$ cat config.mk
export PLATFORM = sky130hd
export DESIGN_NAME = s420_ctrl
export DESIGN_NICKNAME = d
export VERILOG_FILES = /design/src/rtl/s420_ctrl.sv
export SDC_FILE = /design/constraint.sdc
export NUM_CORES = 1
export LEC_CHECK = 0
export ABC_CLOCK_PERIOD_IN_PS = 4100
export CORE_MARGIN = 10
export CORE_UTILIZATION = 57
export DETAILED_ROUTE_END_ITERATION = 12
export GPL_TIMING_DRIVEN = 0
export PLACE_DENSITY = 0.84
export SYNTH_ARGS = -nofsm -noshare
export SYNTH_HDL_FRONTEND = slang
export SYNTH_SLANG_ARGS = --single-unit
$ cat constraint.sdc
create_clock -name CK -period 4.1 [get_ports CK]
set_input_delay 1.025 -clock CK [delete_from_list [all_inputs] [get_ports CK]]
set_output_delay 1.025 -clock CK [all_outputs]
set_load 0.005 [all_outputs]
$ cat src/rtl/s420_ctrl.sv
// Command sequencer for the 16-stage cascaded counter/comparator datapath.
// Buffers {MASK, LIMIT} commands, runs the count enable until match or limit, reports hit/timeout.
module s420_ctrl #(
    parameter int TMO_W = 16,
    parameter int DEPTH = 2
) (
    input  logic             CK,
    input  logic             RST,
    input  logic             CMD_VALID,
    output logic             CMD_READY,
    input  logic [16:0]      CMD_MASK,
    input  logic [TMO_W-1:0] CMD_LIMIT,
    output logic             P_0,
    output logic [16:0]      C,
    input  logic             Z,
    output logic             RSP_VALID,
    input  logic             RSP_READY,
    output logic             RSP_HIT,
    output logic [TMO_W-1:0] RSP_CYCLES,
    output logic             BUSY,
    output logic [1:0]       STATE_DBG
);

    // Handshakes: a transfer happens on a rising CK edge where valid and ready are both 1;
    // valid and its payload stay stable until that edge.

    localparam int PTR_W = (DEPTH > 1) ? $clog2(DEPTH) : 1;
    localparam int CNT_W = $clog2(DEPTH + 1);
    localparam int ENT_W = 17 + TMO_W;

    typedef enum logic [1:0] {
        IDLE = 2'd0,
        LOAD = 2'd1,
        RUN  = 2'd2,
        RESP = 2'd3
    } state_t;

    state_t             state_q, state_d;
    logic [16:0]        c_q, c_d;
    logic [TMO_W-1:0]   limit_q, limit_d;
    logic [TMO_W-1:0]   cnt_q, cnt_d;
    logic               hit_q, hit_d;

    logic [ENT_W-1:0]   mem_q [DEPTH];
    logic [ENT_W-1:0]   mem_d [DEPTH];
    logic [PTR_W-1:0]   wr_ptr_q, wr_ptr_d;
    logic [PTR_W-1:0]   rd_ptr_q, rd_ptr_d;
    logic [CNT_W-1:0]   fill_q, fill_d;

    logic               fifo_full;
    logic               fifo_empty;
    logic               push;
    logic               pop;
    logic [16:0]        head_mask;
    logic [TMO_W-1:0]   head_limit;
    logic [TMO_W-1:0]   cnt_inc;

    assign fifo_full  = (fill_q == CNT_W'(DEPTH));
    assign fifo_empty = (fill_q == '0);
    assign push       = CMD_VALID && !fifo_full;
    assign head_mask  = mem_q[rd_ptr_q][ENT_W-1:TMO_W];
    assign head_limit = mem_q[rd_ptr_q][TMO_W-1:0];
    assign cnt_inc    = cnt_q + TMO_W'(1);

    always_comb begin
        state_d = state_q;
        c_d     = c_q;
        limit_d = limit_q;
        cnt_d   = cnt_q;
        hit_d   = hit_q;
        pop     = 1'b0;
        case (state_q)
            IDLE: begin
                if (!fifo_empty) begin
                    pop     = 1'b1;
                    state_d = LOAD;
                end
            end
            LOAD: begin
                // Settle cycle: the datapath sees the new C before counting starts.
                state_d = (limit_q != '0) ? RUN : RESP;
            end
            RUN: begin
                cnt_d = cnt_inc;
                if (Z) begin
                    hit_d   = 1'b1;
                    state_d = RESP;
                end else if (cnt_inc == limit_q) begin
                    hit_d   = 1'b0;
                    state_d = RESP;
                end
            end
            RESP: begin
                if (RSP_READY) begin
                    if (!fifo_empty) begin
                        pop     = 1'b1;
                        state_d = LOAD;
                    end else begin
                        state_d = IDLE;
                    end
                end
            end
            default: state_d = IDLE;
        endcase
        if (pop) begin
            c_d     = head_mask;
            limit_d = head_limit;
            cnt_d   = '0;
            hit_d   = 1'b0;
        end
    end

    always_comb begin
        mem_d    = mem_q;
        wr_ptr_d = wr_ptr_q;
        rd_ptr_d = rd_ptr_q;
        fill_d   = fill_q;
        if (push) begin
            mem_d[wr_ptr_q] = {CMD_MASK, CMD_LIMIT};
            wr_ptr_d        = wr_ptr_q + PTR_W'(1);
        end
        if (pop) begin
            rd_ptr_d = rd_ptr_q + PTR_W'(1);
        end
        if (push && !pop) begin
            fill_d = fill_q + CNT_W'(1);
        end else if (pop && !push) begin
            fill_d = fill_q - CNT_W'(1);
        end
    end

    always_ff @(posedge CK) begin
        if (RST) begin
            state_q  <= IDLE;
            c_q      <= '0;
            limit_q  <= '0;
            cnt_q    <= '0;
            hit_q    <= 1'b0;
            wr_ptr_q <= '0;
            rd_ptr_q <= '0;
            fill_q   <= '0;
        end else begin
            state_q  <= state_d;
            c_q      <= c_d;
            limit_q  <= limit_d;
            cnt_q    <= cnt_d;
            hit_q    <= hit_d;
            wr_ptr_q <= wr_ptr_d;
            rd_ptr_q <= rd_ptr_d;
            fill_q   <= fill_d;
        end
    end

    // Entry storage needs no reset: occupancy alone defines which entries are live.
    always_ff @(posedge CK) begin
        mem_q <= mem_d;
    end

    assign CMD_READY  = !fifo_full;
    assign P_0        = (state_q == RUN);
    assign C          = c_q;
    assign RSP_VALID  = (state_q == RESP);
    assign RSP_HIT    = hit_q;
    assign RSP_CYCLES = cnt_q;
    assign BUSY       = (state_q != IDLE) || !fifo_empty;
    assign STATE_DBG  = state_q;

endmodule

* Word-level counts from Yosys, hierarchy flattened *
Index checks and enable logic that the tools add are counted.

cells by class
  equality and inequality tests = 8
  reduce and logical (&&, ||, !) cells = 18
  $add $sub $neg = 5
  mux-type cells = 20
  bitwise logic cells = 2
  order comparisons = 3

operators with widths
  cell                     count
  $mux W33                 4
  $bwmux W66               1
  $demux W33 S1            1
  $add A16 B1 Y16 const B  1
  $eq A16 B16 Y1           1
  $reduce_bool A16 Y1      1
  $mux W2                  6
  $pmux W2 S4              1
  $eq A2 B2 Y1 const B     3
  $mux W1                  6
  $reduce_bool A2 Y1       3
  $ge A2 B2 Y1 const B     2
  $logic_and A1 B1 Y1      4
  $logic_not A1 Y1         4
  $logic_not A2 Y1         2
  $not A1 Y2               2
  $ne A3 B2 Y1 const B     1
  $reduce_and A3 Y1        1
  $add A1 B1 Y1 const B    2
  $add A2 B1 Y2 const B    1
  $eq A2 B1 Y1 const B     1
  $lt A2 B1 Y1 const B     1
  $ne A2 B1 Y1 const B     1
  $ne A2 B2 Y1 const B     1
  other kinds (5)          5

word-level totals
  logic and storage cells = 66
  flip-flop bits (word level) = 122

* Longest topological paths before layout *
  word-level depth = 7
  gate-level depth with buffers = 11
  mapped depth without buffers = 9

* Least setup slack after synthesis *
OpenSTA, ideal clock, no wires.

  path kind = input to register
  from = input port CMD_VALID
  to = register mem_q[33] (netlist name) (enable)
  path slack = 1169 ps
  required time = 3677 ps
  cell stages on the path = 2
  setup time = 423 ps
  path buffers = 0
  arrival = 2508 ps
  cells stage by stage = nand2_1 nor2_1

between the ends
  cells in the longest elaborated chain, start to end = 1

ends and longest elaborated chain
  item                    line  text
  start: declaration      9     input logic CMD_VALID,
  $logic_and A1 B1 Y1     60    assign push = CMD_VALID && !fifo_full;
  end signal: assignment  156   mem_q <= mem_d;
  end: declaration        44    logic [ENT_W-1:0] mem_q [DEPTH];

No other way between the ends.
A chain may end at the register's enable or synchronous reset.

* Worst setup path after layout *
  from = input port RSP_READY
  to = register fill_q[1]

between the ends
  cells in the longest elaborated chain, start to end = 5
  elaborated cells on any way between the ends = 7
  classes of those cells = mux (3); reduce/logical (4)

ends and longest elaborated chain
  item                                                  line  text
  start: declaration                                    17    input logic RSP_READY,
  $mux W1 (*)                                           94    if (RSP_READY) begin
  $pmux W1 S2 (*)                                       72    case (state_q)
  $logic_not A1 Y1                                      125   if (push && !pop) begin
  $logic_and A1 B1 Y1                                   125
  $mux W2 / $reduce_bool A2 Y1 (equally long branches)  -
  end signal: assignment                                150   fill_q <= fill_d;
  end: declaration                                      48    logic [CNT_W-1:0] fill_q, fill_d;

Mark *: on every way between the ends. The rest lies on a longest branch, timed or not.

==> metrics <==
outcome finished clean; dpl hpwl roughly 7.4 mm; Layout Nets between 500 and 600; Fmax between 0.2 and 0.3 GHz; critical-path maximum fanout 10; Switching Share 33.2%; placed cell areas just under 6000 µm²; clock group share of total power 29.1%; Num CTS Buffers 17; die width about 110 µm; Final Hold Viols 0; fin cells ~630; Die Span Y around 110 µm; Slew Limit Fails 0; final setup vio count 0; worst-skew pair later-pin latency roughly 510 ps; Syn Area/Cell approximately 12 µm²; initial antenna violation count 0; CP startpoint RSP_READY; IO Port Bufs a little under 80; cell taking the most area after synthesis edfxtp_1; peak supply drop 0.398 mV; main combinational cell family by area after synthesis simple AND/OR/NAND/NOR gates; Post-synth ARST share 0%; Worst Setup EP fill_q[1]$_SDFFE_PP0P_; post-synth design cell area between 5000 and 6000 µm²; Primary FF master, synth edfxtp_1; Worst Hold Class flop to flop; share of cells above drive strength 1 approximately 7.8%; filler instances around 580; top post-synthesis cells by count edfxtp_1, nor2_1, dfxtp_1; CTS tree built; WP data required between 4000 and 5000 ps; Starting DRT DRC Count between 100 and 150; FF-to-FF path depth 9; sequential fraction of the synthesis area about 62%; sequential power share roughly two fifths; Syn Inst Count 417; post-DR wirelength/cell 17.1 µm; ranking of synthesized cells by area edfxtp_1, dfxtp_1, mux2i_1; Worst slew margin around 35%; dpl cells ~600; reg2reg setup slack ~570 ps; postcts setup bufs 0; clock sink total around 120; mux cell area share after synthesis 7.62%; hold buffer count at cts 0; Clock Tree Buf Depth 2; XOR/XNOR share of the synthesized area 6.65%; clock root cell clkbuf_8; critical path startpoint category primary input; worst-margin pin slew 978 ps; kind of critical path primary input to flop; crit end category flop; Final Critical Period 3720 ps; full die area 12900 µm²; Final Cycle Share approximately nine tenths; Core Rows 34; Resize count post-CTS 0; Util after Layout 74.8%; total power approximately 4.5 mW; simple-gate share of the synthesized area 11.6%; pin count of the biggest net entering global routing 34; initial core utilization 58.0%; reg-to-reg startpoint STATE_DBG[1]$_SDFFE_PP0P_; RePlAce Congestion around 0.9; CTS clk-pin slew, worst paths roughly 60 ps; first-pass iteration count of the detailed router 4; Syn-to-layout area delta 29.0%; adder and majority gate portion of the synthesized area under 10%; Synth Warn # 0; vias in the first global route 3604; RSZ-0062 raised after global routing false; Combinational Power Share between 30% and 40%; global-route wire length before repair about 18 mm; Psw ~1.5 mW; Leakage between 2 and 2.5 nW; Synth Area in Compound Gates 7.95%; Routed Antenna Nets 0; P_int 3.01 mW; number of synthesized flops with an enable pin 66; number of synthesized register bits 122; worst r2r dst fill_q[1]$_SDFFE_PP0P_; Final Routed Wirelength 10.8 mm; core area between 8000 and 9000 µm²; H-tree levels 4; clk_skew between 10 and 15 ps; Syn Nets between 400 and 500; # diodes 0; worst hold margin around 500 ps; most common cell in the netlist edfxtp_1; number of library cell types mapped by synthesis 41; Critical Path AT around 4200 ps; number of top-level pins 78; Remaining DRCs 0; routed vias/inst approximately 5.6; fin area roughly 6500 µm²; GRT Total Usage between 15 and 20%; via total after detailed routing 3522; Max-Cap Viols 0; Pwr Density 698 nW/µm²; grt total ovfl 0; top cell type's share of synthesized area between 30% and 40%
==> final cells by class <==
cell class / instances / area [µm²] / share of cell area, %
Buffer: 24 / 96.3 / 1.49
Sequential cell: 122 / 3100 / 48.1
Clock inverter: 14 / 119 / 1.84
Clock buffer: 18 / 418 / 6.47
Timing Repair Buffer: 77 / 771 / 11.9
Inverter: 7 / 26.3 / 0.407
Multi-Input combinational cell: 264 / 1790 / 27.7
Tap cell: 108 / 135 / 2.09
==> metal layers <==
layer | GRT usage, % | up-vias | share of wire, %
li1 | - | 1705 | -
met1 | 18.0 | 1692 | 39
met2 | 29.6 | 105 | 53
met3 | 5.83 | 20 | 6.4
met4 | 7.02 | 0 | 1.4
met5 | 0 | - | 0
==> registers in the layout, summed over array words and instances (netlist names) <==
register / cells
mem_q: 66
C: 17
RSP_CYCLES: 16
limit_q: 16
STATE_DBG: 2
fill_q: 2
RSP_HIT: 1
rd_ptr_q: 1
wr_ptr_q: 1
==> worst max-delay path: stages <==
cell and delay [ps]:
clkdlybuf4s50_1 490, a21oi_1 70, nor3_1 690, clkbuf_1 410
buf_1 450, inv_1 120, ha_1 330, or3_1 390
a21oi_1 180
==> power groups by stage <==
stage                     Clock, mW  Combinational [mW]  Sequential [mW]
final                          1.31                1.40             1.80
after global placement            0                1.31             1.81
after detailed placement          0                1.37             1.82
after CTS                      1.33                1.41             1.80
after global routing           1.39                1.53             1.83
after floorplan                   0               0.877             1.78
==> stage by stage <==
stage	setup TNS [ps]	worst slack, ps
CTS	0	329
global route	0	127
global placement	-346	-11.7
detailed placement	-52.5	-52.5
finish	0	381
floorplan	0	1170
==> cells in the final DEF (no fill, tap or decap), drive strengths merged, types with 2 or more instances in the layout <==
cell type	netlist	routed
nand2	15	15
a211oi	35	35
inv	7	11
xor2	20	20
and4	2	2
and3	2	2
nand2b	5	5
dfxtp	56	56
nor2	65	65
buf	7	7
a21oi	5	5
clkinvlp	0	5
or3	3	3
clkdlybuf4s50	0	77
clkbuf	17	35
xnor2	18	18
o21ai	8	8
nor3	5	5
nor4	3	3
ha	7	7
a31oi	2	2
nand4	7	7
clkinv	0	5
nand3	11	11
mux2i	37	37
edfxtp	66	66
==> cell families (layout without fill, tap and decap cells) <==
| group | after synthesis | in the layout |
|---|---|---|
| AOI/OAI and AO/OA | 56 | 56 |
| xor gates and xnor gates | 38 | 38 |
| adders and majority gates | 7 | 7 |
| buffers and inverters | 31 | 140 |
| DFF | 122 | 122 |
| muxes | 38 | 38 |
| and+or+nand+nor | 125 | 125 |
==> worst min-delay path by stage <==
stage | startpoint | endpoint | cells past startpoint
6_report | RSP_HIT$_SDFFE_PP0P_ | RSP_HIT$_SDFFE_PP0P_ | 2
4_1_cts | C[4]$_SDFFE_PP0P_ | C[4]$_SDFFE_PP0P_ | 2
3_5_place_dp | C[12]$_SDFFE_PP0P_ | C[12]$_SDFFE_PP0P_ | 2
3_3_place_gp | RSP_HIT$_SDFFE_PP0P_ | RSP_HIT$_SDFFE_PP0P_ | 2
2_1_floorplan | RSP_HIT$_SDFFE_PP0P_ | RSP_HIT$_SDFFE_PP0P_ | 2
5_1_grt | C[12]$_SDFFE_PP0P_ | C[12]$_SDFFE_PP0P_ | 2
Power figures use the tool's default switching activity.
